`config.mk`:
```
export PLATFORM = sky130hd
export DESIGN_NAME = rs_enc_symbol_framer
export DESIGN_NICKNAME = d
export VERILOG_FILES = /design/src/rtl/rs_enc_symbol_framer.sv
export SDC_FILE = /design/constraint.sdc
export NUM_CORES = 1
export LEC_CHECK = 0
export ABC_CLOCK_PERIOD_IN_PS = 3100
export CORE_MARGIN = 5
export CORE_UTILIZATION = 55
export CTS_BUF_LIST = sky130_fd_sc_hd__clkbuf_16
export DETAILED_ROUTE_END_ITERATION = 8
export PLACE_DENSITY = 0.88
export SYNTH_ARGS = -nofsm -noshare
export SYNTH_HDL_FRONTEND = slang
export SYNTH_SLANG_ARGS = --single-unit
```
`constraint.sdc`:
```
create_clock -name clk -period 3.1 [get_ports clk]
set_input_delay 0.62 -clock clk [delete_from_list [all_inputs] [get_ports clk]]
set_output_delay 0.62 -clock clk [all_outputs]
set_load 0.02 [all_outputs]
```
`src/rtl/rs_enc_symbol_framer.sv`:
```
// Repacks UART bytes MSB-first into m-bit symbols framed as KSYM-symbol blocks for the RS encoder.
// Optional idle-timeout flush is built when RS_FRAMER_TIMEOUT_EN is defined.
module rs_enc_symbol_framer #(
   parameter int m        = 6,
   parameter int KSYM     = 58,
   parameter int BLKCNT_W = 16
`ifdef RS_FRAMER_TIMEOUT_EN
   , parameter int TIMEOUT_CYC = 1024
`endif
) (
   input  logic                clk,
   input  logic                reset,
   input  logic [7:0]          in_data,
   input  logic                in_valid,
   output logic                in_ready,
   input  logic                flush,
   input  logic                source_ena,
   output logic                source_val,
   output logic                source_sop,
   output logic                source_eop,
   output logic [m-1:0]        rsout,
   output logic                pad_active,
   output logic [BLKCNT_W-1:0] blk_cnt
);

   localparam int AW = m + 7;
   localparam int BW = $clog2(m + 8);
   localparam int SW = $clog2(KSYM);
   localparam logic [BW-1:0] M_B      = BW'(m);
   localparam logic [SW-1:0] LAST_IDX = SW'(KSYM - 1);

   typedef enum logic [1:0] {ST_IDLE, ST_DATA, ST_PAD} state_t;

   state_t                r_state;
   logic [AW-1:0]         r_acc;
   logic [BW-1:0]         r_bcnt;
   logic [SW-1:0]         r_sidx;
   logic                  r_flush_pend;
   logic                  r_pad_last;
   logic                  r_val;
   logic                  r_sop;
   logic                  r_eop;
   logic [m-1:0]          r_sym;
   logic                  r_pad_active;
   logic [BLKCNT_W-1:0]   r_blk_cnt;

   logic                  w_in_ready;
   logic                  w_accept;
   logic [AW-1:0]         w_acc_in;
   logic [BW-1:0]         w_bcnt_in;
   logic [m-1:0]          w_sym_data;
   logic [m-1:0]          w_sym_res;
   logic                  w_xfer;
   logic                  w_load_ok;
   logic                  w_load;
   logic [m-1:0]          w_sym;
   logic [BW-1:0]         w_bcnt_out;
   logic [SW-1:0]         w_sidx_next;
   logic                  w_partial;
   logic                  w_flush_req;

   assign w_in_ready = !reset && (r_state == ST_DATA) && (r_bcnt < M_B);
   assign w_accept   = in_valid && w_in_ready;
   assign w_xfer     = r_val && source_ena;
   assign w_load_ok  = !r_val || source_ena;

   // Accumulator holds its valid bits right-aligned; a new byte shifts in below them.
   assign w_acc_in   = w_accept ? ((r_acc << 8) | {{(AW-8){1'b0}}, in_data}) : r_acc;
   assign w_bcnt_in  = r_bcnt + (w_accept ? BW'(8) : BW'(0));
   assign w_sym_data = m'(w_acc_in >> (w_bcnt_in - M_B));
   assign w_sym_res  = m'(w_acc_in << (M_B - w_bcnt_in));

   always_comb begin
      w_load     = 1'b0;
      w_sym      = '0;
      w_bcnt_out = w_bcnt_in;
      if (r_state == ST_DATA) begin
         if (w_load_ok && (w_bcnt_in >= M_B)) begin
            w_load     = 1'b1;
            w_sym      = w_sym_data;
            w_bcnt_out = w_bcnt_in - M_B;
         end
      end else if ((r_state == ST_PAD) && !r_pad_last && w_load_ok) begin
         w_load = 1'b1;
         if (w_bcnt_in >= M_B) begin
            w_sym      = w_sym_data;
            w_bcnt_out = w_bcnt_in - M_B;
         end else if (w_bcnt_in != '0) begin
            w_sym      = w_sym_res;
            w_bcnt_out = '0;
         end
      end
   end

   // r_sidx is the block position of the next symbol to be loaded.
   assign w_sidx_next = !w_load ? r_sidx :
                        (r_sidx == LAST_IDX) ? '0 : r_sidx + SW'(1);
   assign w_partial   = (w_sidx_next != '0) || (w_bcnt_out != '0);

`ifdef RS_FRAMER_TIMEOUT_EN
   localparam int TW = $clog2(TIMEOUT_CYC + 1);
   logic [TW-1:0] r_idle_cnt;
   logic          w_open;
   logic          w_to_flush;

   assign w_open     = (r_state == ST_DATA) && ((r_sidx != '0) || (r_bcnt != '0));
   assign w_to_flush = w_open && !w_accept && (r_idle_cnt == TW'(TIMEOUT_CYC - 1));

   always_ff @(posedge clk) begin
      if (reset || w_accept || !w_open) begin
         r_idle_cnt <= '0;
      end else if (r_idle_cnt != TW'(TIMEOUT_CYC - 1)) begin
         r_idle_cnt <= r_idle_cnt + TW'(1);
      end
   end

   assign w_flush_req = flush || w_to_flush;
`else
   assign w_flush_req = flush;
`endif

   always_ff @(posedge clk) begin
      if (reset) begin
         r_state      <= ST_IDLE;
         r_acc        <= '0;
         r_bcnt       <= '0;
         r_sidx       <= '0;
         r_flush_pend <= 1'b0;
         r_pad_last   <= 1'b0;
         r_val        <= 1'b0;
         r_sop        <= 1'b0;
         r_eop        <= 1'b0;
         r_sym        <= '0;
         r_pad_active <= 1'b0;
         r_blk_cnt    <= '0;
      end else begin
         r_acc  <= w_acc_in;
         r_bcnt <= w_bcnt_out;
         r_sidx <= w_sidx_next;

         if (w_load) begin
            r_val <= 1'b1;
            r_sym <= w_sym;
            r_sop <= (r_sidx == '0);
            r_eop <= (r_sidx == LAST_IDX);
         end else if (w_xfer) begin
            r_val <= 1'b0;
            r_sop <= 1'b0;
            r_eop <= 1'b0;
         end

         if (w_xfer && r_eop) begin
            r_blk_cnt <= r_blk_cnt + BLKCNT_W'(1);
         end

         case (r_state)
            ST_IDLE: begin
               r_state      <= ST_DATA;
               r_flush_pend <= 1'b0;
            end
            ST_DATA: begin
               r_flush_pend <= w_flush_req;
               if (r_flush_pend && w_partial) begin
                  r_state <= ST_PAD;
               end
            end
            ST_PAD: begin
               r_flush_pend <= 1'b0;
               if (r_pad_last && w_xfer) begin
                  r_state      <= ST_DATA;
                  r_pad_last   <= 1'b0;
                  r_pad_active <= 1'b0;
               end else if (w_load) begin
                  r_pad_active <= 1'b1;
                  // Only stop once every buffered bit has landed inside a closed block.
                  if ((r_sidx == LAST_IDX) && (w_bcnt_out == '0)) begin
                     r_pad_last <= 1'b1;
                  end
               end
            end
            default: r_state <= ST_IDLE;
         endcase
      end
   end

   assign in_ready   = w_in_ready;
   assign source_val = r_val;
   assign source_sop = r_sop;
   assign source_eop = r_eop;
   assign rsout      = r_sym;
   assign pad_active = r_pad_active;
   assign blk_cnt    = r_blk_cnt;

endmodule
```
# Yosys cells after proc, flatten, opt, wreduce, memory -nomap -nowiden
# Index checks and enable logic that the tools add are counted.
# Widths: inputs -> output; s select.
# totals
out_inout_bits	27
word_cells	87
regBits	53
in_bits	13
# op_classes
eq_ne	5
reduce_logical	30
bitwise_logic	1
mux	30
add_sub_neg	5
shifts	2
magnitude_cmp	2
# op_table
cell	count
$mux 6	7
$mux 4	6
$add 16x1->16 const B	1
$mux 13	1
$or 13x8->13	1
$shl 13x4->6	1
$shr 13x4->6	1
$mux 1	12
$logic_and 1x1->1	11
$reduce_bool 2->1	4
$reduce_bool 4->1	2
$add 6x1->6 const B	1
$eq 6x6->1 const B	1
$logic_not 6->1	1
$pmux 2 s3	1
$reduce_bool 6->1	1
$add 4x4->4	1
$ge 4x3->1 const B	1
$logic_not 4->1	1
$lt 4x3->1 const B	1
$mux 2	2
$ne 2x1->1 const B	2
$reduce_and 2->1	2
$sub 3x4->4 const A	1
other kinds (9)	12

# Longest topological paths before layout
# depth
depth_word	16
mapped_depth	11
depth_no_buf	9

# Worst setup path after synthesis
# Ideal clock, no wire load.
# synth_timing
path_type	input to register
from	input port in_valid
to	register r_sym[2], in the netlist rsout[2]
arrival_ns	2.267
t_required_ns	2.966
slack_ns	0.700
path_buffers	1
path_stages	7
setup_time_ns	0.134
cell_sequence	nor2b_1 -> nand4b_4 -> buf_6 -> mux4_2 -> a21o_1 -> a221oi_1 -> nor4_1
# synth_via
elab_chain_len	9
elab_cells_between_ends	18
cone_classes	add/sub (3); order compare (1); shift (2); mux (9); reduce/logical (3)
# synth_rtl
item	line_no	source
start: declaration	14	input logic in_valid,
$logic_and 1x1->1 (*)	63	assign w_accept = in_valid && w_in_ready;
$mux 4	69	assign w_bcnt_in = r_bcnt + (w_accept ? BW'(8) : BW'(0));
$add 4x4->4	69	
$sub 3x4->4	71	assign w_sym_res = m'(w_acc_in << (M_B - w_bcnt_in));
$shl 13x4->6	71	
$mux 6	88	end else if (w_bcnt_in != '0) begin
$mux 6	85	if (w_bcnt_in >= M_B) begin
$mux 6	83	end else if ((r_state == ST_PAD) && !r_pad_last && w_load_ok) begin
$mux 6	77	if (r_state == ST_DATA) begin
end signal: assignment	143	r_sym <= w_sym;
end: declaration	43	logic [m-1:0] r_sym;
# Every way passes the cells marked *; elsewhere a longest branch is shown, timed or not.
# A chain may end at the register's enable or synchronous reset.

# Worst setup path after layout
# layout_timing
from	input port in_valid
to	register r_sym[0], in the netlist rsout[0]
# The elaborated chain is that of the path after synthesis.

==> flow_results.org <==
** Status
- Outcome :: finished clean

** GRT
- Gr ovfl total :: 0
- The via count of the first global-routing pass is 2937.
- Total global-route track usage :: 0.226
- Entering global routing, the biggest net connects 57 pins.
- The number of antenna violations at the first check in global routing was 0.
- Global-route wire length before repair :: 13700 um

** STA
- In the finished design, the share of the clock period the worst path needs comes to 0.863.
- Number of pins with negative max-slew slack in the final report :: 0
- Measured against its own limit, the worst slew margin works out to 0.606.
- Timing-limited maximum frequency :: 0.374 GHz
- Setup violators final :: 0
- The total count of hold-check failures in the final report is 0.
- Across all hold checks on the routed design, the worst slack comes to 476 ps.
- Setup repair after global routing left no endpoint under its margin.
- Final min period :: 2680 ps
- Setup slack on the critical path of the routed design comes to 425 ps.
- For the final database, setup skew stands at 7.17 ps.
- In the final timing run, aggregate negative setup slack is 0 ps.
- For the pin with the worst max-slew slack, the measured transition is 592 ps.

** Synthesis
- By area the synthesized netlist is led by dfxtp_1 32%, mux2i_1 7.0%, mux4_2 6.8%.
- The synthesized netlist contains 64 unique library cells.
- Synthesis produced a netlist whose cell count is 388.
- The synthesized design contains 0 enable-type register cells.
- Share of flip-flops with an asynchronous set or reset :: 0
- Among all flip-flop cells after synthesis, the most frequent one is dfxtp_1.
- The mapped netlist covers 3300 um2.
- The synthesized design contains 53 register bits.
- The largest total area in the synthesized netlist belongs to dfxtp_1.
- For this run, the register share of the synthesized area comes to 0.321.
- After synthesis, the most frequently instantiated cells are 53 x dfxtp_1, 51 x nor2_1, 36 x nand2_1.
- Synthesis produced a netlist with a net count of 409.
- After synthesis, the mean cell area works out to 8.51 um2.
- Yosys printed 0 warnings.
- Area share of the leading cell type in the synthesized netlist :: 0.321
- Most numerous cell in the Yosys netlist :: dfxtp_1

** Layout
- NumNets Final :: 450
- Reg area :: 1060 um2
- 0 antenna diodes ended up in the layout.
- From synthesis to final layout, the design area changed by 19.7%.
- Counting the fill cells in the layout gives 476.
- Multi-input combinational cell area :: 2080 um2
- Layout cells sized above 1 :: 0.107

** Clocking
- Max Buffers Root-to-Sink :: 2
- After clock tree synthesis, the clock-pin slew on the worst setup and hold paths is 70 ps.
- Post-CTS timing repair inserted 0 buffers for setup.
- TritonCTS Buffers :: 5
- The H-tree generated during clock tree synthesis spans 2 levels.
- Clock sink total :: 53
- CTS Hold Buffers Added :: 0
- TritonCTS built the clock tree.
- Post-CTS resize count :: 0
- Skew-Pair Late Insertion Delay :: 300 ps
- Clock tree root driver cell :: clkbuf_16

** Route
- Number of vias after detailed routing :: 3122
- After the first detailed-routing iteration, the DRC count stood at 324.
- Number of nets with antenna violations after detailed routing :: 0
- For this run, the detailed router's first-pass iteration total came to 7.
- After detailed routing, the number of remaining DRC violations is 0.
- The final layout contains routed wiring with a total length of 8220 um.
- Number of vias per cell after detailed routing :: 6.18
- Dividing the detail-routed wire length by the instance count gives 16.3 um.

** Placement
- Detailed placement finished with a half-perimeter wire length of 5790 um.
- # port buffers :: 39
- Post-Place Worst Slack :: 138 ps
- Placer Congestion :: 0.939

** Die
- Pin placement for this block handled 40 I/O pins.
- From bottom edge to top edge, the die measures 87.5 um.
- Number of core rows :: 28
- Die width :: 87.5 um
- The initial utilization of the core area, before any placement, comes to 0.561.
- After floorplanning, the core was sized to cover 5890 um2.
- The floorplan step defined a die boundary enclosing 7660 um2.

** Flow run
- Across the run, the number of max-cap violations was 0.

** Worst setup path
- Dominant cell type by count on the critical path :: o21ai_0
- Counting buffers and inverters, the worst setup path is 9 cells deep.
- Critical-path maximum fanout :: 22
- In this design, the largest share of critical-path delay is due to multiplexers.
- CP startpoint kind :: input port
- On the critical path, the stage with the largest delay is an instance of clkdlybuf4s50_1.
- Counting cells, the worst reg-to-reg path comes to 8.
- Signal arrival time at the worst endpoint :: 2840 ps
- Class of the most critical setup path :: in2reg
- Worst endpoint required time :: 3260 ps
- Critical path capture point type :: flop
- Walking the worst path, the cells encountered are clkdlybuf4s50_1 > nor2b_1 > nand4b_4 > buf_12 > mux2i_1 > mux4_2 > o21ai_0 > o211ai_1 > o21ai_0.
- Sum of buffers and inverters on the critical path :: 2
- Biggest cell delay along the critical path :: 450 ps

** Pwr
- Power density normalized to cell area :: 383 nW/um2
- Worst-case vdd ir drop :: 0.304 mV
- Static Leak :: 0.00153 uW

** Min path
- The worst hold path was traced through 2 stages.
- Worst hold path type :: reg2reg
==> registers in the layout, summed over array words and instances (netlist names) <==
signal and flops:
pad_active 1, blk_cnt 16, r_pad_last 1, source_eop 1, r_state 2, r_flush_pend 1, source_val 1, source_sop 1
r_acc 13, r_bcnt 4, r_sidx 6, rsout 6
==> placed cells by master, fill, tap and decap left out, types with 10 or more instances in the layout <==
cell type and count:
xor2_1 10, nand2_1 36, a21oi_1 17, clkdlybuf4s50_1 38
nand3_1 29, mux4_2 10, nor3_1 10, nor2_1 51
dfxtp_1 53, buf_4 17, mux2i_1 23, inv_1 10
==> logic make-up after synthesis <==
family,after synthesis,share of synthesized area
compound gates,73,0.160
xor+xnor,16,0.0424
fa+ha+maj,8,0.0303
buf+inv,34,0.0481
flops,53,0.321
mux,35,0.146
simple gates,169,0.252
==> per-layer routing <==
| layer | track usage | vias to the layer above | part of all wire |
|---|---|---|---|
| li1 | - | 1498 | - |
| met1 | 0.293 | 1476 | 0.43 |
| met2 | 0.362 | 128 | 0.48 |
| met3 | 0.0530 | 20 | 0.066 |
| met4 | 0.0865 | 0 | 0.022 |
| met5 | 0 | - | 0 |
==> through the flow <==
step,power [uW],cell area (um2),cells,util
finish,1520,3960,505,0.672
global route,1580,3960,505,0.672
CTS,1520,3960,505,0.672
detailed placement,974,3810,497,0.648
global placement,969,3810,497,0.648
floorplan,890,3300,388,-
==> area by class of cell <==
type,count,share of cell area
inverters,11,0.0104
multi-input cells,301,0.527
flip-flops and latches,53,0.268
clock buffers,5,0.0316
clock inverters,3,0.00443
repair buffers,57,0.135
well taps,75,0.0237
==> power by group <==
part | switching, uW | internal, uW
registers | 21.0 | 697
logic | 134 | 112
clock network | 255 | 297
total | 410 | 1110
==> worst register-to-register path: stages (launching register included) <==
cell and delay, ps:
dfxtp_1 650, nand2_2 210, nand4b_4 160, buf_12 200, mux2i_1 430, mux4_2 320, o21ai_0 70, o211ai_1 250
o21ai_0 130
==> path summary, 6_finish.rpt <==
check / to / from / slack, ps
worst max-delay path: rsout[0] / in_valid / 420
worst min-delay path: source_sop / source_sop / 480
worst max register to register: rsout[0] / r_bcnt[1] / 540
worst min register to register: source_sop / source_sop / 480
(Power assumes the default switching activity.)
